**src/rtl/priority_encoder_4to2_sync_if.sv**
```systemverilog
// Request/result bundle for the 4-to-2 priority encoder.
// The slave side is the encoder itself; the master side drives requests and consumes results.
interface priority_encoder_4to2_sync_if;
   logic [3:0] in_i;
   logic [1:0] out_o;
   logic       valid_o;
   logic       multi_o;

   modport master (
      output in_i,
      input  out_o,
      input  valid_o,
      input  multi_o
   );

   modport slave (
      input  in_i,
      output out_o,
      output valid_o,
      output multi_o
   );
endinterface

```
**src/rtl/priority_encoder_4to2_sync.sv**
```systemverilog
// Registered 4-to-2 priority encoder: bit 3 wins, with valid and multiple-request flags.
// Every output comes from a flop, so there is no combinational path from request to result.
module priority_encoder_4to2_sync (
   input  logic                           clk,
   input  logic                           rst_n,
   priority_encoder_4to2_sync_if.slave    bus
);

   logic [1:0] out_q;
   logic [1:0] out_d;
   logic       valid_q;
   logic       valid_d;
   logic       multi_q;
   logic       multi_d;
   logic [2:0] reqCount;

   // An empty request vector encodes to 00; consumers must qualify the index with valid.
   always_comb begin
      out_d    = 2'b00;
      reqCount = {2'b00, bus.in_i[0]} + {2'b00, bus.in_i[1]}
               + {2'b00, bus.in_i[2]} + {2'b00, bus.in_i[3]};
      if (bus.in_i[3]) begin
         out_d = 2'b11;
      end else if (bus.in_i[2]) begin
         out_d = 2'b10;
      end else if (bus.in_i[1]) begin
         out_d = 2'b01;
      end
      valid_d = |bus.in_i;
      multi_d = (reqCount >= 3'd2);
   end

   always_ff @(posedge clk) begin
      if (!rst_n) begin
         out_q   <= 2'b00;
         valid_q <= 1'b0;
         multi_q <= 1'b0;
      end else begin
         out_q   <= out_d;
         valid_q <= valid_d;
         multi_q <= multi_d;
      end
   end

   assign bus.out_o   = out_q;
   assign bus.valid_o = valid_q;
   assign bus.multi_o = multi_q;

endmodule

```
**src/flat_wrapper.sv**
```systemverilog
// flat-port wrapper written by rule: the top's interface ports become plain ports
module priority_encoder_4to2_sync_flat 
  (clk, rst_n, bus_in_i, bus_out_o, bus_valid_o, bus_multi_o);
  priority_encoder_4to2_sync_if bus_i ();
  input  logic clk;
  input  logic rst_n;
  input wire logic [$bits(bus_i.in_i)-1:0] bus_in_i;
  output wire logic [$bits(bus_i.out_o)-1:0] bus_out_o;
  output wire logic [$bits(bus_i.valid_o)-1:0] bus_valid_o;
  output wire logic [$bits(bus_i.multi_o)-1:0] bus_multi_o;
  assign bus_i.in_i = bus_in_i;
  assign bus_out_o = bus_i.out_o;
  assign bus_valid_o = bus_i.valid_o;
  assign bus_multi_o = bus_i.multi_o;
  priority_encoder_4to2_sync u_core (.clk(clk), .rst_n(rst_n), .bus(bus_i));
endmodule
```
**config.mk**
```make
export PLATFORM = sky130hd
export DESIGN_NAME = priority_encoder_4to2_sync_flat
export DESIGN_NICKNAME = d
export VERILOG_FILES = /design/src/rtl/priority_encoder_4to2_sync_if.sv /design/src/rtl/priority_encoder_4to2_sync.sv /design/src/flat_wrapper.sv
export SDC_FILE = /design/constraint.sdc
export NUM_CORES = 1
export LEC_CHECK = 0
export BUFFER_PORTS_ARGS = -buffer_cell sky130_fd_sc_hd__buf_2
export CORE_AREA = 5 5 42 44
export DETAILED_ROUTE_END_ITERATION = 6
export DIE_AREA = 0 0 47 49
export PLACE_DENSITY = 0.36
export SETUP_SLACK_MARGIN = 0.05
export SLEW_MARGIN = 20
export SYNTH_ARGS = -nofsm -noshare
export SYNTH_HDL_FRONTEND = slang
export SYNTH_SLANG_ARGS = --single-unit
```
**constraint.sdc**
```tcl
create_clock -name clk -period 3.6 [get_ports clk]
set_input_delay 0.72 -clock clk [delete_from_list [all_inputs] [get_ports clk]]
set_output_delay 0.72 -clock clk [all_outputs]
set_load 0.01 [all_outputs]
```
==> run_results.csv <==
group,metric,value,unit
outcome,status,"finished, final reports clean",
grt,grt_pass1_vias,155,
finish,drive_gt1_share,42.9,%
place,globalplace.congestion,0.611,
critical_path,end_kind,"flip-flop",
routing,wl,351,um
run,cap_violations,0,
sta,max_slew_margin,88.0,%
critical_path,crit_arrival,1.70,ns
clock_tree,cts_htree_levels,1,
worst_hold_path,hold_class,"input port to flip-flop",
logic_synthesis,syn-mean-instance-area,10.6,sq um
finish,nets,39,
place,dp.cells,41,
logic_synthesis,synth_area,170,sq um
routing,drtIter0Drc,1,
sta,fmax,632,MHz
grt,antenna_found_initial,0,
clock_tree,cts_buffers,3,
finish,fin_cells,44,
logic_synthesis,ys.warnings.count,0,
clock_tree,cts_tree,"yes",
critical_path,crit_path_max_fanout,2,
routing,highest_layer,"met4",
routing,wl_met3,72,um
place,io_buffers,9,
logic_synthesis,yosysUniqueCellTypes,8,
finish,antennaDiodeCount,0,
place,hpwl,303,um
sta,tightest_slew,0.179,ns
power_and_ir_drop,vdd_drop_max,0.0000703,V
routing,postRouteAntennaNets,0,
routing,viasPerCell,3.34,
floorplanning,die_w,47,um
floorplanning,num_rows,14,
logic_synthesis,yosysTopAreaCellShare,47.1,%
power_and_ir_drop,power_density,458,mW/mm^2
power_and_ir_drop,power,118,uW
routing,wl_per_cell,7.98,um
clock_tree,cts_max_path_buffers,2,
routing,drc,0,
grt,grt-ovfl-total,0,
sta,rsz0062_at_grt,"no",
clock_tree,ctsRootBufferMaster,"clkbuf_4",
logic_synthesis,synth_fp_nets,25,
clock_tree,clock_sinks,4,
clock_tree,post_cts_resize_count,0,
floorplanning,start_util,12.1,%
routing,drt-pass1-iter-count,4,
finish,area_delta_synth_final,51.5,%
floorplanning,dieArea,0.00230,sq mm
grt,grt_use_total,3.88,%
clock_tree,hold_buffers,0,
sta,setup_viol,0,
grt,grt_pass1_wl,565,um
sta,finalMaxSlewViolations,0,
routing,wl_met2,115,um
sta,period_share,44.0,%
routing,vias,147,
clock_tree,clk_pin_slew,0.03,ns
power_and_ir_drop,total_leakage_power,0.134,nW
logic_synthesis,yosys-top-cells-area,"dfxtp_1 47%, ha_1 22%, nor2b_1 11%",
sta,fin_tns_setup,0,ns
sta,finalHoldViolCount,0,
critical_path,startpoint_type,"input port",
logic_synthesis,ys_seq_area_share,47.1,%
finish,nFillCells,162,
critical_path,crit_type,"input port to flip-flop",
floorplanning,core,0.00140,sq mm
grt,grt_start_max_net_pins,5,
logic_synthesis,synth_top_cell_by_area,"dfxtp_1",
critical_path,cp.required,3.71,ns
logic_synthesis,syn_inst,16,
clock_tree,cts_setup_buffers,0,
floorplanning,ios,10,
floorplanning,die_y,49,um
routing,m1WireLength,158,um
logic_synthesis,ys_seq_elements,4,
sta,period_minus_slack,1.58,ns
[Yosys cell counts]
cell type  count
o21a_1         1
ha_1           3
a21boi_1       1
inv_1          2
dfxtp_1        4
a211oi_1       1
nor2b_1        3
nor2_1         1
[placed cells by master, fill, tap and decap left out]
| cell | netlist | final |
|---|---|---|
| a211oi_1 | 1 | 1 |
| ha_1 | 3 | 3 |
| buf_2 | 0 | 9 |
| nor2_1 | 1 | 1 |
| o21a_1 | 1 | 1 |
| dfxtp_1 | 4 | 4 |
| a21boi_1 | 1 | 1 |
| clkbuf_4 | 0 | 3 |
| inv_1 | 2 | 2 |
| nor2b_1 | 3 | 3 |
[final cells by class]
class	instances	area, sq um	area share [%]
multi-input combinational	10	82.6	32.0
tap	16	20.0	7.77
clock buffer	3	22.5	8.74
timing repair buffer	9	45.0	17.5
inverter	2	7.51	2.91
sequential	4	80.1	31.1
[path summary, 6_finish.rpt]
path  cells past startpoint  slack, ns   startpoint                              to
min                       2       0.74        rst_n  u_core.bus.out_o[0]$_SDFF_PN0_
max                       6       2.02  bus_in_i[0]   u_core.bus.multi_o$_SDFF_PN0_
[report_power, final]
group          total (mW)  leakage, nW  internal (mW)  switching, mW
sequential         0.0485       0.0336         0.0479       0.000605
combinational      0.0162       0.0868        0.00810        0.00805
clock              0.0533       0.0138         0.0371         0.0162
[state kept, by name (all words and copies together) (netlist names)]
| name | cells |
|---|---|
| u_core.bus.out_o | 2 |
| u_core.bus.multi_o | 1 |
| u_core.bus.valid_o | 1 |
[through the flow]
stage | hold WS, ns | worst slack (ns) | area [sq um] | util [%]
floorplan | 0.838 | 1.93 | 170 | -
global placement | 0.977 | 1.77 | 235 | 16.8
detailed placement | 0.981 | 1.76 | 235 | 16.8
CTS | 0.739 | 2.00 | 258 | 18.4
global route | 0.762 | 1.96 | 258 | 18.4
finish | 0.744 | 2.02 | 258 | 18.4
[worst max-delay path, stage by stage]
cell,delay (ns)
buf_2,0.09
inv_1,0.04
ha_1,0.28
ha_1,0.27
a211oi_1,0.22
nor2b_1,0.07
[metal layers]
metal  vias to the layer above  track usage, %
li1                         76               -
met1                        59            4.42
met2                        10            3.85
met3                         2            2.21
met4                         0            5.53
met5                         -               0
[logic make-up (layout without fill, tap and decap cells)]
logic type | count (synthesis) | count (layout) | synth area share [%]
adders and majority gates | 3 | 3 | 22.1
buffers and inverters | 2 | 14 | 4.41
DFF | 4 | 4 | 47.1
AOI/OAI and AO/OA | 3 | 3 | 13.2
and+or+nand+nor | 4 | 4 | 13.2
Power figures use the tool's default switching activity.
